$ cat config.mk
export PLATFORM = sky130hd
export DESIGN_NAME = l2_tlb_lookup_ctrl
export DESIGN_NICKNAME = d
export VERILOG_FILES = /design/src/rtl/l2_tlb_lookup_ctrl.sv
export SDC_FILE = /design/constraint.sdc
export NUM_CORES = 1
export LEC_CHECK = 0
export CORE_ASPECT_RATIO = 0.5
export CORE_UTILIZATION = 46
export CTS_BUF_LIST = sky130_fd_sc_hd__clkbuf_8
export DETAILED_ROUTE_END_ITERATION = 12
export HOLD_SLACK_MARGIN = 0.05
export MAX_ROUTING_LAYER = met4
export PLACE_DENSITY = 0.88
export SYNTH_ARGS = -nofsm -noshare
export SYNTH_HDL_FRONTEND = slang
export SYNTH_SLANG_ARGS = --single-unit
$ cat constraint.sdc
create_clock -name clk_i -period 6 [get_ports clk_i]
set_clock_uncertainty 0.05 [all_clocks]
set_input_delay 1.5 -clock clk_i [delete_from_list [all_inputs] [get_ports clk_i]]
set_output_delay 1.5 -clock clk_i [all_outputs]
set_load 0.02 [all_outputs]
$ cat src/rtl/l2_tlb_lookup_ctrl.sv
// rtl/l2_tlb_lookup_ctrl.sv - L2 TLB lookup/refill initiator between L1 TLB misses and the page walker
// One miss in flight: L2 lookup, page walk on miss, L2 refill (4K/2M only), response to L1.

module l2_tlb_lookup_ctrl #(
    parameter int VADDR_W = 39,
    parameter int PPN_W   = 44,
    parameter int ASID_W  = 16,
    parameter int VMID_W  = 14,
    parameter int CNT_W   = 32
) (
    input  logic               clk_i,
    input  logic               rst_i,
    input  logic               flush_i,
    input  logic               req_valid_i,
    output logic               req_ready_o,
    input  logic [VADDR_W-1:0] req_vaddr_i,
    input  logic [ASID_W-1:0]  req_asid_i,
    input  logic [VMID_W-1:0]  req_vmid_i,
    output logic               l2_access_o,
    output logic [VADDR_W-1:0] l2_vaddr_o,
    output logic [ASID_W-1:0]  l2_asid_o,
    output logic [VMID_W-1:0]  l2_vmid_o,
    input  logic               l2_hit_i,
    input  logic [PPN_W-1:0]   l2_ppn_i,
    input  logic [1:0]         l2_lvl_i,
    input  logic               l2_flushing_i,
    output logic               l2_upd_valid_o,
    output logic [PPN_W-1:0]   l2_upd_ppn_o,
    output logic [1:0]         l2_upd_lvl_o,
    output logic               walk_valid_o,
    input  logic               walk_ready_i,
    input  logic               walk_done_i,
    input  logic               walk_err_i,
    input  logic [PPN_W-1:0]   walk_ppn_i,
    input  logic [1:0]         walk_lvl_i,
    output logic               resp_valid_o,
    output logic [PPN_W-1:0]   resp_ppn_o,
    output logic [1:0]         resp_lvl_o,
    output logic               resp_err_o,
    output logic               resp_from_l2_o,
    output logic [CNT_W-1:0]   hit_cnt_o,
    output logic [CNT_W-1:0]   miss_cnt_o
);

    typedef enum logic [2:0] {
        S_IDLE,
        S_LOOKUP,
        S_CHECK,
        S_WALK_REQ,
        S_WALK_WAIT,
        S_RESP,
        S_DRAIN
    } state_t;

    state_t             state_q, state_d;
    logic [VADDR_W-1:0] vaddr_q;
    logic [ASID_W-1:0]  asid_q;
    logic [VMID_W-1:0]  vmid_q;
    logic [PPN_W-1:0]   ppn_q;
    logic [1:0]         lvl_q;
    logic               err_q;
    logic               from_l2_q;
    logic [CNT_W-1:0]   hit_cnt_q;
    logic [CNT_W-1:0]   miss_cnt_q;
    logic               accept;

    assign req_ready_o = (state_q == S_IDLE) && !l2_flushing_i;
    assign accept      = req_valid_i && req_ready_o;

    always_comb begin
        state_d = state_q;
        case (state_q)
            S_IDLE:      if (accept) state_d = S_LOOKUP;
            S_LOOKUP:    state_d = flush_i ? S_IDLE : S_CHECK;
            S_CHECK: begin
                if (flush_i)       state_d = S_IDLE;
                else if (l2_hit_i) state_d = S_RESP;
                else               state_d = S_WALK_REQ;
            end
            // A walk accepted in the flush cycle is still owed a done pulse, so drain it.
            S_WALK_REQ: begin
                if (walk_ready_i) state_d = flush_i ? S_DRAIN : S_WALK_WAIT;
                else if (flush_i) state_d = S_IDLE;
            end
            S_WALK_WAIT: begin
                if (flush_i)          state_d = walk_done_i ? S_IDLE : S_DRAIN;
                else if (walk_done_i) state_d = S_RESP;
            end
            S_RESP:      state_d = S_IDLE;
            S_DRAIN:     if (walk_done_i) state_d = S_IDLE;
            default:     state_d = S_IDLE;
        endcase
    end

    always_ff @(posedge clk_i) begin
        if (rst_i) begin
            state_q    <= S_IDLE;
            vaddr_q    <= '0;
            asid_q     <= '0;
            vmid_q     <= '0;
            ppn_q      <= '0;
            lvl_q      <= '0;
            err_q      <= 1'b0;
            from_l2_q  <= 1'b0;
            hit_cnt_q  <= '0;
            miss_cnt_q <= '0;
        end else begin
            state_q <= state_d;
            if (state_q == S_IDLE && accept) begin
                vaddr_q <= req_vaddr_i;
                asid_q  <= req_asid_i;
                vmid_q  <= req_vmid_i;
            end
            // Counters record the lookup outcome even when the transaction is being flushed.
            if (state_q == S_CHECK) begin
                if (l2_hit_i) begin
                    if (hit_cnt_q != '1) hit_cnt_q <= hit_cnt_q + CNT_W'(1);
                    ppn_q     <= l2_ppn_i;
                    lvl_q     <= l2_lvl_i;
                    err_q     <= 1'b0;
                    from_l2_q <= 1'b1;
                end else if (miss_cnt_q != '1) begin
                    miss_cnt_q <= miss_cnt_q + CNT_W'(1);
                end
            end
            if (state_q == S_WALK_WAIT && walk_done_i) begin
                ppn_q     <= walk_ppn_i;
                lvl_q     <= walk_lvl_i;
                err_q     <= walk_err_i;
                from_l2_q <= 1'b0;
            end
        end
    end

    assign l2_access_o  = (state_q == S_LOOKUP);
    assign l2_vaddr_o   = vaddr_q;
    assign l2_asid_o    = asid_q;
    assign l2_vmid_o    = vmid_q;
    assign walk_valid_o = (state_q == S_WALK_REQ);

    // 1G pages and faults never go back into the L2.
    assign resp_valid_o   = (state_q == S_RESP) && !flush_i;
    assign l2_upd_valid_o = resp_valid_o && !from_l2_q && !err_q && (lvl_q != 2'd2);

    assign resp_ppn_o     = resp_valid_o ? ppn_q : '0;
    assign resp_lvl_o     = resp_valid_o ? lvl_q : 2'd0;
    assign resp_err_o     = resp_valid_o && err_q;
    assign resp_from_l2_o = resp_valid_o && from_l2_q;
    assign l2_upd_ppn_o   = l2_upd_valid_o ? ppn_q : '0;
    assign l2_upd_lvl_o   = l2_upd_valid_o ? lvl_q : 2'd0;
    assign hit_cnt_o      = hit_cnt_q;
    assign miss_cnt_o     = miss_cnt_q;

endmodule
==> results.tsv, run 1 <==
metric	value	unit
ant_nets	0	
first_global_vias	8891	
min_period	5.38	ns
netlist_instances	1102	
drive_above_1_share	4.85	%
cts_buffers	17	
core.rowCount	34	
fmax	186	MHz
ys_types	60	
start_kind	primary input	
arrival	3.83	ns
routabilityCongestion	0.930	
cts-hold-fix-buffers	0	
dp_hpwl	22200	microns
cts_resized	0	
filler_cell_count	1353	
status	completed	
max_slew_margin	25.2	%
drt_pass1_iterations	5	
p_per_area	184	mW/mm^2
dpl.cell_count	1666	
ioPinCount	402	
drv_slew	0	
placed_area	0.0127	sq mm
multi_input_area	0.00460	sq mm
finalHoldViolCount	0	
die_area	0.0193	sq mm
yosys_warnings	0	
fin_util	73.4	%
worstSkewPairLatency	0.46	ns
tns	0	ns
p_leak	0.00431	uW
layout_common_cells	clkdlybuf4s50_1 (400), nand2_1 (257), dfxtp_1 (184)	
grt-ovfl-total	0	
grt_pass1_wl	46500	microns
clockBufferDepth	2	
io_buffers	401	
synth_top_area_share	42.9	%
peakVddDrop	0.000140	V
finalPower	2410	uW
avgRoutedWirePerCell	17.7	microns
ys_ff_latch	184	
fin_area	0.0131	sq mm
cp_max_fo	47	
core_area	0.0178	sq mm
yosys.area.top_type	dfxtp_1	
cts.sinks	184	
cts_tree	built	
synth_edf_count	0	
cts_setup_buffers	0	
setup_viol	0	
grt_max_degree	153	
critPathKind	primary input to primary output	
drc	0	
cp_data_required_time	4.45	ns
synthArstFlopShare	0	%
cp-end-kind	primary output	
rsz0062_at_grt	false	
area_growth	52.3	%
start_util	48.2	%
vias_per_cell	5.47	
synth_flop_cell	dfxtp_1	
syn_area	0.00859	sq mm
layout_commonest_cell	clkdlybuf4s50_1	
stdcell_count	1702	
min_period_over_period	89.6	%
yosysSeqAreaShare	42.9	%
clock-root-buffer	clkbuf_8	
worstMarginPinSlew	1.12	ns
cts_max_level	4	
wl	30200	microns
syn_area_per_cell	7.79	sq um
grt.total_usage	31.3	%
vias	9314	
fin_nets	1623	
register_area	0.00368	sq mm
die_width	195	microns
antenna_found_initial	4	
hold_class	flop to flop	
postSynthNetCount	1274	
synth.area.top_cells	dfxtp_1 (43%), nand2_1 (11%), and2_1 (7.1%)	
drtIter0Drc	495	
cap_violations	0	
clkTransAtPathRegs	0.09	ns
die_y	98.6	microns
==> Yosys cell counts (4+ instances only) <==
cell	number
nor3_1	10
buf_4	4
buf_1	4
inv_1	7
dfxtp_1	184
nand3_1	24
nor4_1	7
or3_1	27
a311oi_1	47
a21oi_1	111
nor3b_1	5
or4_1	12
a31oi_1	7
xor2_1	9
nor2b_1	10
o21ai_0	29
nor2_1	86
nand4_1	18
and2_1	98
o31ai_1	11
or2_2	6
clkbuf_1	65
xnor2_1	6
nand2_1	257
and4_1	4
==> worst paths after layout <==
path / from / to / slack [ns] / cells past startpoint
worst max-delay path: flush_i / l2_upd_ppn_o[7] / 0.62 / 7
worst min register to register: l2_vaddr_o[33] / l2_vaddr_o[33] / 0.41 / 2
worst max register to register: state_q[1] / miss_cnt_o[30] / 3.27 / 5
worst min-delay path: l2_vaddr_o[33] / l2_vaddr_o[33] / 0.41 / 2
==> stage by stage <==
step | setup slack, ns | hold WS (ns)
after floorplan | 1.60 | 0.406
after global placement | 0.729 | 0.391
after detailed placement | 0.663 | 0.396
after CTS | 0.659 | 0.410
after global routing | 0.499 | 0.422
final | 0.622 | 0.406
==> final cells by class <==
type | count | share of cell area (%)
Sequential cell | 184 | 28.2
Timing Repair Buffer | 408 | 31.2
Multi-Input combinational cell | 833 | 35.2
Clock buffer | 18 | 1.89
Antenna cell | 4 | 0.0765
Inverter | 7 | 0.201
Tap cell | 234 | 2.24
Clock inverter | 14 | 1.05
==> report_power, final <==
part           leakage, uW  internal [uW]  switching (uW)  total (uW)
combinational      0.00263            167             135         302
clock             0.000185            350             483         832
sequential         0.00149           1250            21.6        1270
total              0.00431           1770             640        2410
==> state kept, by name, summed over array words and instances (netlist names) <==
name        count
l2_vaddr_o     39
ppn_q          44
lvl_q           2
from_l2_q       1
l2_vmid_o      14
l2_asid_o      16
state_q         3
miss_cnt_o     32
err_q           1
hit_cnt_o      32
==> worst max-delay path, stage by stage <==
cell and delay, ns:
clkdlybuf4s50_1 0.52, nor2_1 0.20, and3_1 0.21, nor4b_2 0.31, buf_12 0.23, and2_1 0.15
clkdlybuf4s50_1 0.69
==> layer usage <==
| metal | vias up | part of all wire, % | routed length, microns | track usage (%) |
|---|---|---|---|---|
| li1 | 4513 | - | - | - |
| met1 | 4377 | 41 | 12500 | 36.4 |
| met2 | 355 | 50 | 15000 | 52.5 |
| met3 | 69 | 5.2 | 1570 | 6.26 |
| met4 | 0 | 3.7 | 1110 | 14.3 |
| met5 | - | 0 | 0 | - |
==> cell families (layout without fill, tap and decap cells) <==
group / count (synthesis) / after routing / synth area share [%]
other cells: 0 / 4 / 0
buf+inv: 85 / 447 / 4.03
flops: 184 / 184 / 42.9
compound gates: 228 / 228 / 17.2
simple gates: 582 / 582 / 33.3
mux: 6 / 6 / 0.757
fa+ha+maj: 2 / 2 / 0.291
xor+xnor: 15 / 15 / 1.53
Power figures use the tool's default switching activity.
==> run 2: changes to the inputs <==
--- a/config.mk
+++ b/config.mk
@@ -6,12 +6,11 @@
 export NUM_CORES = 1
 export LEC_CHECK = 0
 export CORE_ASPECT_RATIO = 0.5
-export CORE_UTILIZATION = 46
-export CTS_BUF_LIST = sky130_fd_sc_hd__clkbuf_8
+export CORE_UTILIZATION = 45
 export DETAILED_ROUTE_END_ITERATION = 12
 export HOLD_SLACK_MARGIN = 0.05
 export MAX_ROUTING_LAYER = met4
-export PLACE_DENSITY = 0.88
+export PLACE_DENSITY = 0.87
 export SYNTH_ARGS = -nofsm -noshare
 export SYNTH_HDL_FRONTEND = slang
 export SYNTH_SLANG_ARGS = --single-unit
==> constraint.sdc (replaced) <==
create_clock -name clk_i -period 6.35 [get_ports clk_i]
set_clock_uncertainty 0.05 [all_clocks]
set_input_delay 1.5875 -clock clk_i [delete_from_list [all_inputs] [get_ports clk_i]]
set_output_delay 1.5875 -clock clk_i [all_outputs]
set_load 0.02 [all_outputs]
==> run 2 against run 1 <==
Against the previous run:
- first-iteration DRC count up 15%
- hold slack worse by 0.0011 ns
- core utilization down 1.6 points
- non-clock buffer count up 2
- clock-buffer cell count unchanged
- global-route usage down 1.0 points
- die area up 2.2%
- register-to-register slack better by 0.36 ns
- largest cell class unchanged
==> results.tsv, run 2 (synthesized netlist as in run 1, its figures left out) <==
metric	value	unit
status	completed	
grt_max_degree	131	
die_area	0.0197	sq mm
gr-max-usage-layer	met2	
ioPinCount	402	
filler_cell_count	1422	
grt-ovfl-total	0	
avgRoutedWirePerCell	17.5	microns
path_delay_family	buffers and inverters	
rsz0062_at_grt	false	
cts_setup_buffers	0	
drc	0	
arrival	4.05	ns
io_buffers	401	
fin_nets	1625	
wl	30200	microns
cts-hold-fix-buffers	0	
start_kind	primary input	
regMostFlops	ppn_q	
cp_max_fo	44	
clockBufferDepth	2	
routabilityCongestion	0.906	
met3_usage	6.17	%
max_stage_delay	0.63	ns
die_y	99.7	microns
combPwrFrac	11.3	%
core.rowCount	35	
vias_per_cell	5.45	
area_growth	54.7	%
critPathKind	primary input to primary output	
cts_max_level	4	
peakVddDrop	0.000164	V
hold_class	flop to flop	
cts_buffers	17	
p_int	1900	uW
fin_util	71.7	%
drt_pass1_iterations	5	
finalPower	2540	uW
tns	0	ns
finalHoldViolCount	0	
dp_hpwl	22200	microns
min_period	5.68	ns
clock-root-buffer	clkbuf_16	
p_per_area	191	mW/mm^2
worstSkewPairLatency	0.43	ns
cts_tree	built	
cap_violations	0	
cts.sinks	184	
seqPwrFrac	47.3	%
p_sw	641	uW
p_clk_share	41.5	%
start_util	46.4	%
antenna_found_initial	1	
layout_commonest_cell	clkdlybuf4s50_1	
cp_cell_sequence	clkdlybuf4s50_1, nor2_1, and3_1, nor4b_2, buf_4, and2_1, clkdlybuf4s50_1	
min_period_over_period	89.5	%
grt_util_met2	49.3	%
core_area	0.0185	sq mm
slowest_stage	clkdlybuf4s50_1	
die_width	197	microns
drtIter0Drc	570	
layout_common_cells	clkdlybuf4s50_1 (400), nand2_1 (257), dfxtp_1 (184)	
setup_viol	0	
ant_nets	0	
use_met1	35.8	%
clkTransAtPathRegs	0.08	ns
crit_path_frequent_cell	clkdlybuf4s50_1	
cts_resized	0	
grt.total_usage	30.3	%
first_global_vias	8875	
drive_above_1_share	4.98	%
p_leak	0.00442	uW
max_slew_margin	28.0	%
dpl.cell_count	1693	
p_sw_share	25.2	%
vias	9413	
largest_reg_flops	44	
cp_data_required_time	4.71	ns
critical_path_buf_inv_count	3	
fmax	176	MHz
stdcell_count	1726	
drv_slew	0	
worstMarginPinSlew	1.08	ns
cp-end-kind	primary output	
grt_pass1_wl	45900	microns
==> run 2: final timing paths <==
path	cells after the start	slack, ns	endpoint	start
max	7	0.67	l2_upd_ppn_o[1]	flush_i
min	2	0.41	l2_asid_o[11]	l2_asid_o[11]
max reg2reg	6	3.63	hit_cnt_o[30]	state_q[1]
min reg2reg	2	0.41	l2_asid_o[11]	l2_asid_o[11]
==> run 2: stage by stage <==
stage	setup WS, ns	hold slack, ns	instance area, sq um
after floorplan	1.78	0.406	8590
after global placement	0.779	0.391	12700
after detailed placement	0.681	0.396	12700
after CTS	0.668	0.406	13300
after global routing	0.503	0.419	13300
final	0.665	0.405	13300
==> run 2: tightest hold or removal path, cell delays in order, from the launching register on <==
cell and delay, ns:
dfxtp_1 0.31, nand2_1 0.05, a21oi_1 0.05
==> run 2: power groups by stage <==
stage	registers, uW	logic (uW)	clock network [uW]
2_1_floorplan	1250	82.1	0
3_3_place_gp	1230	279	0
3_5_place_dp	1230	285	0
4_1_cts	1200	287	1070
5_1_grt	1200	306	1130
6_report	1200	287	1050
==> run 2: layout make-up <==
class	count	area (sq um)	share of cell area [%]
diodes	1	2.50	0.0188
clock buffers	18	439	3.31
clock inverters	14	140	1.05
inverters	7	26.3	0.198
multi-input cells	833	4590	34.5
flip-flops and latches	184	3680	27.7
well taps	259	324	2.44
repair buffers	410	4080	30.7
==> run 2: per-layer routing <==
layer	routed length (microns)	part of all wire [%]	vias to the layer above
met2	14600	48	368
met4	1360	4.5	0
met1	12500	41	4436
met5	0	0	-
met3	1790	5.9	87
li1	-	-	4522
==> run 3: changes to the inputs <==
--- a/config.mk
+++ b/config.mk
@@ -10,7 +10,7 @@
 export DETAILED_ROUTE_END_ITERATION = 12
 export HOLD_SLACK_MARGIN = 0.05
 export MAX_ROUTING_LAYER = met4
-export PLACE_DENSITY = 0.87
+export PLACE_DENSITY = 0.92
 export SYNTH_ARGS = -nofsm -noshare
 export SYNTH_HDL_FRONTEND = slang
 export SYNTH_SLANG_ARGS = --single-unit
==> run 3 against run 2 <==
Against the previous run:
- hold slack about the same
- sequential power is essentially flat
- cell area is essentially flat
- core utilization about the same
- non-clock buffer count fell by 2
- critical endpoint is now l2_upd_ppn_o[43]
- setup slack better by 0.17 ns
- largest cell class unchanged
- flip-flop and latch count is the same
- critical path type unchanged
- via count is 0.81% lower
- critical path depth is the same
==> results.tsv, run 3 (synthesized netlist as in run 1, its figures left out) <==
metric	value	unit
clkTransAtPathRegs	0.07	ns
core.rowCount	35	
critical_path_buf_inv_count	3	
fin_nets	1623	
drc	0	
drive_above_1_share	4.85	%
setup_viol	0	
worstMarginPinSlew	1.14	ns
hold-path-endpoint	l2_vaddr_o[30]	
largest_reg_flops	44	
routabilityCongestion	0.905	
start_util	46.4	%
cp_max_fo	47	
io_buffers	401	
r2r_start	state_q[1]	
worstSkewPairLatency	0.42	ns
register_area	0.00368	sq mm
layout_common_cells	clkdlybuf4s50_1 (400), nand2_1 (257), dfxtp_1 (184)	
grt_pass1_wl	45600	microns
start_kind	primary input	
multi_input_area	0.00459	sq mm
min_period_over_period	86.9	%
min_period	5.52	ns
grt_max_degree	129	
finalHoldViolCount	0	
arrival	3.88	ns
reg2reg_slack	3.60	ns
cp_data_required_time	4.71	ns
cts_tree	built	
core_area	0.0185	sq mm
slowest_stage	clkdlybuf4s50_1	
ioPinCount	402	
drt_pass1_iterations	6	
peakVddDrop	0.000183	V
cts.sinks	184	
max_stage_delay	0.62	ns
layout_commonest_cell	clkdlybuf4s50_1	
regMostFlops	ppn_q	
timing.rr.end	miss_cnt_o[30]	
avgRoutedWirePerCell	17.1	microns
ant_nets	0	
vias	9337	
fin_util	71.8	%
cts_max_level	4	
dp_hpwl	21400	microns
wl	29500	microns
die_y	99.7	microns
crit_path_frequent_cell	clkdlybuf4s50_1	
status	completed	
holdCritStartpoint	l2_vaddr_o[30]	
die_width	197	microns
drv_slew	0	
grt-ovfl-total	0	
antenna_found_initial	1	
first_global_vias	8939	
cp-end-kind	primary output	
p_per_area	195	mW/mm^2
tns	0	ns
cap_violations	0	
cp_num_cells	7	
critPathKind	primary input to primary output	
path_delay_family	buffers and inverters	
cts_resized	0	
filler_cell_count	1380	
clockBufferDepth	2	
drtIter0Drc	596	
p_leak	0.00441	uW
area_growth	54.8	%
grt.total_usage	29.7	%
hold_ws	0.405	ns
rr_worst_depth	5	
cts-hold-fix-buffers	0	
clock-root-buffer	clkbuf_16	
max_slew_margin	23.9	%
fmax	181	MHz
cp_cell_sequence	clkdlybuf4s50_1, nor2_1, and3_1, nor4b_2, buf_4, and2_1, clkdlybuf4s50_1	
hold_class	flop to flop	
hold_depth	2	
vias_per_cell	5.42	
die_area	0.0197	sq mm
rsz0062_at_grt	false	
cts_buffers	17	
cts_setup_buffers	0	
==> run 3: cell types whose count changed in the layout (fill, tap and decap cells not counted), sizes merged <==
cell and change:
buf -2, bufinv +1, clkinv -4, clkinvlp +2, inv +1
==> run 3: final cells by class <==
| cell class | instances | area share, % |
|---|---|---|
| diodes | 1 | 0.0188 |
| multi-input cells | 833 | 34.5 |
| inverters | 7 | 0.198 |
| well taps | 259 | 2.44 |
| repair buffers | 408 | 30.6 |
| clock inverters | 14 | 1.22 |
| flip-flops and latches | 184 | 27.7 |
| clock buffers | 18 | 3.30 |
==> run 3: layer usage <==
layer / routed length (microns) / track usage (%) / vias to the layer above
li1: - / - / 4515
met1: 12200 / 34.8 / 4383
met2: 14300 / 49.0 / 355
met3: 1690 / 6.34 / 84
met4: 1240 / 14.1 / 0
met5: 0 / - / -
==> run 3: worst max-delay path by stage <==
stage,startpoint,end,slack [ns]
finish,flush_i,l2_upd_ppn_o[43],0.83
global route,flush_i,l2_upd_ppn_o[26],0.67
CTS,flush_i,l2_upd_ppn_o[43],0.83
detailed placement,flush_i,l2_upd_ppn_o[43],0.84
global placement,flush_i,l2_upd_ppn_o[41],0.93
floorplan,flush_i,l2_upd_ppn_o[10],1.78
==> run 3: worst reg2reg max path, cell delays in order (launching register included) <==
cell      delay, ns
dfxtp_1        0.65
nor4b_4        0.54
nor3b_2        0.42
o211ai_1       0.28
nor4_1         0.33
mux2_2         0.37
==> run 3: stage by stage <==
step | power, uW | worst slack [ns] | cell area (sq um) | std cells
4_1_cts | 2600 | 0.832 | 13300 | 1723
3_5_place_dp | 1510 | 0.843 | 12700 | 1691
3_3_place_gp | 1500 | 0.935 | 12700 | 1691
5_1_grt | 2680 | 0.668 | 13300 | 1724
6_report | 2590 | 0.834 | 13300 | 1724
2_1_floorplan | 1330 | 1.78 | 8590 | 1102
==> run 3: report_power, final <==
part | total [uW] | switching (uW) | internal (uW)
registers | 1200 | 20.6 | 1180
logic | 286 | 129 | 157
clock network | 1100 | 496 | 604
total | 2590 | 645 | 1940
